`src/rtl/contador_pkg.sv`:
```
// contador_pkg
//   Shared definitions for the counter family.
//   - MODE_* constants select the end-of-range behaviour.
//   - clamp_u64 / in_range_u64 are range helpers that other counter blocks reuse.
//     They work on 64-bit unsigned values, so callers zero-extend their operands
//     and truncate the result. Counters wider than 64 bits are not supported.
package contador_pkg;

  localparam int MODE_WRAP    = 0;
  localparam int MODE_SAT     = 1;
  localparam int MODE_ONESHOT = 2;

  localparam int CNT_MAX_W = 64;

  // Returns 1 when lo <= v <= hi.
  function automatic logic in_range_u64(input logic [63:0] v,
                                        input logic [63:0] lo,
                                        input logic [63:0] hi);
    return (v >= lo) && (v <= hi);
  endfunction

  // Forces v into [lo, hi].
  function automatic logic [63:0] clamp_u64(input logic [63:0] v,
                                            input logic [63:0] lo,
                                            input logic [63:0] hi);
    logic [63:0] r;
    if (v < lo)      r = lo;
    else if (v > hi) r = hi;
    else             r = v;
    return r;
  endfunction

endpackage

```
`src/rtl/contador_prescaler.sv`:
```
// contador_prescaler
//   Divides enabled cycles into count ticks. The module emits one tick every
//   PRESCALE enabled, non-cleared cycles.
//   Ports:
//     clk  - clock, rising edge
//     rst  - synchronous active-high reset; the phase returns to 0
//     ena  - enable; when low, the phase holds
//     clr  - with ena, restarts the phase at 0 and suppresses the tick
//     tick - combinational; high on the last cycle of each prescale period
//   With PRESCALE=1 the module contains no register: tick = ena & !clr.
module contador_prescaler #(
  parameter int PRESCALE = 1
) (
  input  logic clk,
  input  logic rst,
  input  logic ena,
  input  logic clr,
  output logic tick
);

  if (PRESCALE < 1) begin : g_bad_prescale
    $error("contador_prescaler: PRESCALE must be >= 1");
  end

  if (PRESCALE == 1) begin : g_direct
    // No phase to track; clk/rst are intentionally left unused here.
    logic unused_clk_rst;
    assign unused_clk_rst = &{1'b0, clk, rst};
    assign tick = ena & ~clr;
  end else begin : g_counted
    localparam int PW = $clog2(PRESCALE);
    localparam logic [PW-1:0] LAST = PW'(PRESCALE - 1);

    logic [PW-1:0] pre;

    assign tick = ena & ~clr & (pre == LAST);

    always_ff @(posedge clk) begin
      if (rst) begin
        pre <= '0;
      end else if (ena) begin
        if (clr || (pre == LAST)) pre <= '0;
        else                      pre <= pre + 1'b1;
      end
    end
  end

endmodule

```
`src/rtl/contador_param_ud.sv`:
```
// contador_param_ud
//   Parametrised up/down counter with range [FROM,TO], a step size, a prescaler
//   and a selectable end-of-range mode (wrap / saturate / one-shot).
//   Parameters:
//     WIDTH    - counter width (1..64)
//     FROM     - lower bound, reset value and upward wrap target
//     TO       - upper bound, downward wrap target (FROM < TO)
//     STEP     - increment per tick (1 <= STEP <= TO-FROM)
//     MODE     - MODE_WRAP / MODE_SAT / MODE_ONESHOT
//     PRESCALE - enabled cycles per tick (>= 1)
//   Ports:
//     clk     - clock, rising edge
//     rst     - synchronous active-high reset, overrides everything
//     ena     - clock enable; all state holds when low
//     load    - with ena: cnt <= clamp(d), prescaler phase cleared, done cleared
//     up      - direction for the current tick (1 = +STEP, 0 = -STEP)
//     d       - load value
//     clr_ovf - clears ovf regardless of ena; a simultaneous boundary tick wins
//     tc      - terminal count (combinational), high in the cycle before the
//               wrap/saturate/stop edge
//     ovf     - sticky boundary-crossing flag
//     done    - one-shot finished (always 0 outside MODE_ONESHOT)
//     cnt     - current count
module contador_param_ud
  import contador_pkg::*;
#(
  parameter int               WIDTH    = 32,
  parameter logic [WIDTH-1:0] FROM     = '0,
  parameter logic [WIDTH-1:0] TO       = '1,
  parameter logic [WIDTH-1:0] STEP     = WIDTH'(1),
  parameter int               MODE     = MODE_WRAP,
  parameter int               PRESCALE = 1
) (
  input  logic             clk,
  input  logic             rst,
  input  logic             ena,
  input  logic             load,
  input  logic             up,
  input  logic [WIDTH-1:0] d,
  input  logic             clr_ovf,
  output logic             tc,
  output logic             ovf,
  output logic             done,
  output logic [WIDTH-1:0] cnt
);

  // ---------------------------------------------------------------------------
  // Elaboration-time parameter checks
  // ---------------------------------------------------------------------------
  localparam logic [WIDTH:0] SPAN = {1'b0, TO} - {1'b0, FROM};

  if (WIDTH < 1 || WIDTH > CNT_MAX_W) begin : g_bad_width
    $error("contador_param_ud: WIDTH must be in 1..64");
  end
  if (!(FROM < TO)) begin : g_bad_range
    $error("contador_param_ud: FROM must be less than TO");
  end
  if (STEP == '0 || {1'b0, STEP} > SPAN) begin : g_bad_step
    $error("contador_param_ud: STEP must satisfy 1 <= STEP <= TO-FROM");
  end
  if (MODE != MODE_WRAP && MODE != MODE_SAT && MODE != MODE_ONESHOT) begin : g_bad_mode
    $error("contador_param_ud: MODE must be 0, 1 or 2");
  end
  if (PRESCALE < 1) begin : g_bad_prescale
    $error("contador_param_ud: PRESCALE must be >= 1");
  end

  // ---------------------------------------------------------------------------
  // Prescaler: load acts as the phase clear, so a load never produces a tick.
  // ---------------------------------------------------------------------------
  logic tick;

  contador_prescaler #(
    .PRESCALE (PRESCALE)
  ) u_prescaler (
    .clk  (clk),
    .rst  (rst),
    .ena  (ena),
    .clr  (load),
    .tick (tick)
  );

  // ---------------------------------------------------------------------------
  // Boundary detection. The distances to each bound are computed one bit wider
  // than the counter. cnt always stays inside [FROM,TO], so neither subtraction
  // can go negative.
  // ---------------------------------------------------------------------------
  logic [WIDTH:0] room_up;
  logic [WIDTH:0] room_down;
  logic           boundary;
  logic           live_tick;

  assign room_up   = {1'b0, TO}  - {1'b0, cnt};
  assign room_down = {1'b0, cnt} - {1'b0, FROM};
  assign boundary  = up ? (room_up < {1'b0, STEP}) : (room_down < {1'b0, STEP});

  // A finished one-shot ignores ticks entirely.
  assign live_tick = tick & ~done;
  assign tc        = live_tick & boundary;

  // ---------------------------------------------------------------------------
  // Load value clamping via the shared package helper
  // ---------------------------------------------------------------------------
  logic [WIDTH-1:0] d_clamped;

  assign d_clamped = WIDTH'(clamp_u64(64'(d), 64'(FROM), 64'(TO)));

  // ---------------------------------------------------------------------------
  // Count, overflow and done registers
  // ---------------------------------------------------------------------------
  always_ff @(posedge clk) begin
    if (rst) begin
      cnt  <= FROM;
      ovf  <= 1'b0;
      done <= 1'b0;
    end else begin
      // The clear is placed first so that a boundary tick later in this block
      // overrides it in the same cycle.
      if (clr_ovf) ovf <= 1'b0;

      if (ena) begin
        if (load) begin
          cnt  <= d_clamped;
          done <= 1'b0;
        end else if (live_tick) begin
          if (boundary) begin
            ovf <= 1'b1;
            if (MODE == MODE_WRAP) begin
              // Any remainder of the step is discarded, not carried.
              cnt <= up ? FROM : TO;
            end else begin
              cnt <= up ? TO : FROM;
              if (MODE == MODE_ONESHOT) done <= 1'b1;
            end
          end else if (up) begin
            cnt <= cnt + STEP;
          end else begin
            cnt <= cnt - STEP;
          end
        end
      end
    end
  end

endmodule

```
`config.mk`:
```
export PLATFORM = sky130hd
export DESIGN_NAME = contador_param_ud
export DESIGN_NICKNAME = d
export VERILOG_FILES = /design/src/rtl/contador_pkg.sv /design/src/rtl/contador_prescaler.sv /design/src/rtl/contador_param_ud.sv
export SDC_FILE = /design/constraint.sdc
export NUM_CORES = 1
export LEC_CHECK = 0
export CAP_MARGIN = 0
export CORE_MARGIN = 3
export CORE_UTILIZATION = 33
export DETAILED_ROUTE_END_ITERATION = 10
export PLACE_DENSITY = 0.69
export SYNTH_ARGS = -nofsm -noshare
export SYNTH_HDL_FRONTEND = slang
export SYNTH_HIERARCHICAL = 1
export SYNTH_SLANG_ARGS = --single-unit
```
`constraint.sdc`:
```
create_clock -name clk -period 3.4 [get_ports clk]
set_input_delay 0.51 -clock clk [delete_from_list [all_inputs] [get_ports clk]]
set_output_delay 0.51 -clock clk [all_outputs]
set_load 0.05 [all_outputs]
```
==> results.yml, run 1 <==
die:
  die_h_um: 100
  num_rows: 33
  dieArea_um2: 9990
  die_w_um: 100
  core_area_um2: 8380
  pin_count: 73
  start_util_pct: 34.8
worst_setup_path:
  startpoint: "cnt[13]"
  criticalPathCategory: "flop to output port"
  ff2ff_setup_slack_ns: 0.39
  start_kind: "flop"
  r2r-end: "cnt[9]"
  cp-end-kind: "output port"
  cp-endpoint: "tc"
  r2r_cells: 6
  critical_path_required_ns: 2.89
  arrival_ns: 2.57
  rr_startpoint: "cnt[13]"
  path_max_fanout: 8
clock_network:
  cts_tree: "yes"
  cts_resized: 0
  clkSlewWorstSetupHoldPaths_ns: 0.07
  hold_buffers: 0
  insertion_delay_ns: 0.29
  cts_max_path_buffers: 2
  cts_made_buffers: 5
  clock-sinks: 33
  ctsHtreeMaxLevel: 2
  cts-root-buf: "clkbuf_8"
  postCtsSetupBuffers: 0
finish:
  finalInstanceArea_um2: 3850
  nFillCells: 870
  seq_area_um2: 661
  drive_gt1_share_pct: 8.65
  fin_nets: 513
  antenna_cells: 0
  areaGrowthSynthToFinish_pct: 32.1
  final_util_pct: 45.9
  stdcell_count: 579
  multi_input_area_um2: 2050
sta:
  relSlewSlack_pct: 27.1
  worst_pin_slew_ns: 1.08
  post-route-min-period_ns: 3.08
  final_max_slew_viol_count: 0
  max_clock_freq_ghz: 0.325
  hold_viol_final: 0
  period_share_pct: 90.4
  setup_viol_count_final: 0
  rsz0062_at_grt: "false"
  skew_ns: 0.00623
  tns_ns: 0
yosys:
  ys_ff_latch: 33
  ys.flop_type: "dfxtp_1"
  synth_top_area_share_pct: 22.7
  yosys_warnings: 6
  avgSynthCellArea_um2: 7.11
  synth.top_cells.by_area: "dfxtp_1 23%, nor2_1 5.2%, o21ai_0 3.8%"
  synth_nets: 450
  synth_seq_area_share_pct: 22.7
  synth_largest_area_cell: "dfxtp_1"
  mappedNetlistArea_um2: 2910
  synth-async-reset-ratio_pct: 0
  synth_edf_count: 0
  ys_types: 65
  synthCells: 410
drt:
  wl_met2_um: 4910
  finalWirelength_um: 10500
  route.vias.total: 3532
  vias_per_cell: 6.10
  dr.max_layer_used: "met4"
  wl_per_cell_um: 18.1
  met3_length_um: 771
  drt-initial-drc-count: 311
  ant_nets: 0
  first_pass_iters: 5
  wl_met1_um: 4650
  drc: 0
global_route:
  grt_max_degree: 39
  grt_overflow: 0
  grt_pass1_wl_um: 16900
  antenna_found_initial: 0
  grt_use_total_pct: 20.8
  grt_pass1_vias: 3355
flow_run:
  cap_violations: 0
outcome:
  status: "completed"
pwr:
  switchingPower_uw: 541
  p_int_uw: 778
  p_leak_uw: 0.00132
  power_density_nw_per_um2: 343
  power_frac_clock_pct: 22.7
  p_comb_share_pct: 40.8
  swShare_pct: 41.0
  ir_worst_vdd_v: 0.000167
  seqPwrFrac_pct: 36.4
placement:
  dp.cells: 571
  place_congestion: 0.919
  io_buffers: 71
  post_dp_cell_area_um2: 3770
  hpwlAfterDp_um: 7500
worst_hold_path:
  hold_class: "flop to flop"
-- metrics by stage --
stage	setup WS, ns	total power (uW)	hold WS [ns]
6_report	0.325	1320	0.473
3_5_place_dp	0.387	1020	0.462
3_3_place_gp	0.439	1010	0.457
5_1_grt	0.193	1400	0.496
2_1_floorplan	0.0387	838	0.652
4_1_cts	0.312	1330	0.477
-- cell families (layout without fill, tap and decap cells) --
group / count (synthesis) / count (layout) / share of synthesized area, %
and+or+nand+nor: 190 / 190 / 35.9
AOI/OAI and AO/OA: 122 / 122 / 29.0
adders and majority gates: 2 / 2 / 0.859
other: 1 / 1 / 0.129
xor gates and xnor gates: 9 / 9 / 2.70
buffers and inverters: 48 / 112 / 7.00
muxes: 5 / 5 / 1.80
DFF: 33 / 33 / 22.7
-- critical path, cell delays in order, from the launching register on --
cell     delay, ns
dfxtp_1       0.35
or4_1         0.65
or4_1         0.69
nor3_1        0.22
o21a_1        0.21
buf_12        0.15
-- worst min-delay path by stage --
stage | from | to | slack, ns | depth (start not counted)
3_3_place_gp | ovf | ovf | 0.46 | 2
4_1_cts | ovf | ovf | 0.48 | 2
6_report | ovf | ovf | 0.47 | 2
3_5_place_dp | ovf | ovf | 0.46 | 2
5_1_grt | ovf | ovf | 0.50 | 2
2_1_floorplan | d[20] | cnt[20] | 0.65 | 2
-- power groups by stage --
stage	clock network, uW	registers (uW)	logic (uW)
floorplan	0	567	271
global placement	0	486	526
detailed placement	0	487	533
CTS	311	479	536
global route	327	488	581
finish	300	481	538
-- sequential cells by signal, summed over array words and instances (netlist names) --
name and count:
cnt 32, ovf 1
-- area by class of cell --
class	count	area share [%]
inverters	12	1.17
repair buffers	92	22.8
multi-input cells	329	53.3
flip-flops and latches	33	17.2
clock buffers	8	2.08
well taps	105	3.41
-- cell usage after synthesis, drive strengths merged, types with 5 or more instances --
cell type  number
or4            14
xor2            5
inv            11
a31oi           8
and4            5
nor3           21
o31ai           5
a21oi          20
o21a            9
o211ai          5
nor4           17
dfxtp          33
nand2b          9
nand2          26
o22ai           6
nor2           40
and3            6
nand3          17
a32oi           6
o21ai          22
clkbuf         25
a311oi          5
or3             7
nand4          10
buf            11
-- placed cells by master (no fill, tap or decap), types with 14 or more instances in the layout --
master            n
a21oi_1          19
buf_4            21
clkdlybuf4s50_1  70
dfxtp_1          33
nand2_1          26
nand3_1          17
nor2_1           40
nor3_1           20
nor4_1           17
o21ai_0          21
or4_1            14
-- metal layers --
| metal | track usage, % | vias up |
|---|---|---|
| met5 | 0 | - |
| met4 | 4.97 | 0 |
| met3 | 3.82 | 17 |
| met2 | 33.6 | 169 |
| met1 | 28.8 | 1650 |
| li1 | - | 1696 |
(Power assumes the default switching activity.)
==> run 2: changes to the inputs <==
Clock period 3.4 ns to 2.85 ns, I/O delays scaled along.
==> run 2 against run 1 <==
  * Via count rose by 4.1%
  * Clock power up 36%
  * Largest power group unchanged
  * Cell area grew 5.4%
  * Routed wire length increased by 4.0%
  * Largest cell class unchanged
  * Die area did not move
  * Clock-buffer cell count fell by 1
  * Non-clock buffer count grew 19
  * First-iteration DRC count grew 0.96%
==> results.yml, run 2 (synthesis results as in run 1) <==
outcome:
  status: "completed"
placement:
  hpwlAfterDp_um: 8060
  place_congestion: 0.970
  io_buffers: 71
global_route:
  grt_pass1_wl_um: 17600
  grt_use_total_pct: 21.6
  grt_max_degree: 39
  grt_overflow: 0
  antenna_found_initial: 0
  grt_pass1_vias: 3524
drt:
  drt-initial-drc-count: 314
  wl_met1_um: 4760
  finalWirelength_um: 10900
  route.vias.total: 3677
  vias_per_cell: 6.15
  wl_met2_um: 4880
  wl_per_cell_um: 18.2
  first_pass_iters: 5
  drc: 0
  dr.max_layer_used: "met4"
  met3_length_um: 904
  ant_nets: 0
worst_setup_path:
  cp_slowest_cell: "or4_1"
  max_stage_delay_ns: 0.61
  path_cells: "or4_1 > or4_4 > nor3_2 > o21a_2 > buf_12"
  arrival_ns: 2.36
  cp_top_family: "simple AND/OR/NAND/NOR gates"
  start_kind: "flop"
  criticalPathCategory: "flop to output port"
  critical_path_required_ns: 2.42
  cp-end-kind: "output port"
  critPathBufInv: 1
  path_max_fanout: 6
pwr:
  p_leak_uw: 0.00144
  ir_worst_vdd_v: 0.000175
  power_density_nw_per_um2: 413
die:
  num_rows: 33
  pin_count: 73
  start_util_pct: 34.8
  core_area_um2: 8380
  die_w_um: 100
  die_h_um: 100
  dieArea_um2: 9990
finish:
  multi_input_area_um2: 2080
  top_register: "cnt"
  largest_reg_flops: 32
  nFillCells: 823
  drive_gt1_share_pct: 14.4
  final_cell_mix: "70 x clkdlybuf4s50_1, 40 x nor2_1, 39 x buf_4"
  antenna_cells: 0
  layout_commonest_cell: "clkdlybuf4s50_1"
  final_util_pct: 48.4
  reg.largest.list: "cnt: 32 flops, ovf: 1 flops"
  seq_area_um2: 663
  areaGrowthSynthToFinish_pct: 39.2
  fin_nets: 532
sta:
  worst_pin_slew_ns: 0.917
  max_clock_freq_ghz: 0.359
  final_max_slew_viol_count: 0
  hold_viol_final: 0
  skew_ns: 0.0102
  timing.hold.ws_ns: 0.477
  post-route-min-period_ns: 2.79
  rsz0062_at_grt: "false"
  setup_viol_count_final: 0
  relSlewSlack_pct: 38.4
  period_share_pct: 97.8
clock_network:
  cts_made_buffers: 5
  cts_tree: "yes"
  cts-root-buf: "clkbuf_8"
  ctsHtreeMaxLevel: 2
  insertion_delay_ns: 0.30
  clkSlewWorstSetupHoldPaths_ns: 0.08
  cts_max_path_buffers: 2
  clock-sinks: 33
  hold_buffers: 0
  postCtsSetupBuffers: 0
worst_hold_path:
  hold_class: "flop to flop"
flow_run:
  cap_violations: 0
[run 2: cell count changes in the layout (fill, tap and decap cells not counted), sizes merged]
cell	delta
clkinv	+1
clkbuf	-1
buf	+19
[run 2: stage by stage]
step	setup slack, ns	power (uW)	instances	cell area (um2)	TNS [ns]
3_5_place_dp	0.0123	1260	590	3940	0
5_1_grt	0.0130	1760	598	4060	0
3_3_place_gp	0.0656	1250	590	3940	0
4_1_cts	0.0185	1680	598	4040	0
2_1_floorplan	-0.0889	1000	410	2930	-0.0889
6_report	0.0634	1670	598	4060	0
[run 2: repair_timing]
action,in CTS,in global routing
resized for setup,1,3
setup endpoints to repair,1,1
pin swaps,0,0
[run 2: cell type report]
cell class,instances,area share [%]
Tap cell,105,3.24
Timing Repair Buffer,111,25.5
Clock buffer,7,2.38
Sequential cell,33,16.3
Inverter,12,1.11
Multi-Input combinational cell,329,51.3
Clock inverter,1,0.123
[run 2: per-layer routing]
layer  track usage [%]  up-vias
met5                 0        -
met4              8.60        0
met3              3.89       22
met2              33.1      175
met1              30.1     1738
li1                  -     1742
[run 2: final timing paths]
check | startpoint | to | slack [ns] | cells after the start
setup / recovery | cnt[11] | tc | 0.06 | 5
hold / removal | ovf | ovf | 0.48 | 2
setup reg to reg | cnt[11] | cnt[9] | 0.16 | 6
hold reg to reg | ovf | ovf | 0.48 | 2
[run 2: worst register-to-register path: cells and delay by family, from the launching register on]
kind               cells  cell delay [ns]
and+or+nand+nor        4             1.75
AOI/OAI and AO/OA      2             0.51
DFF                    1             0.32
[run 2: where the power goes]
group | internal [uW] | switching [uW] | total [uW] | leakage (uW)
clock | 219 | 189 | 408 | 0.0000542
combinational | 292 | 418 | 710 | 0.00111
sequential | 499 | 57.3 | 556 | 0.000272
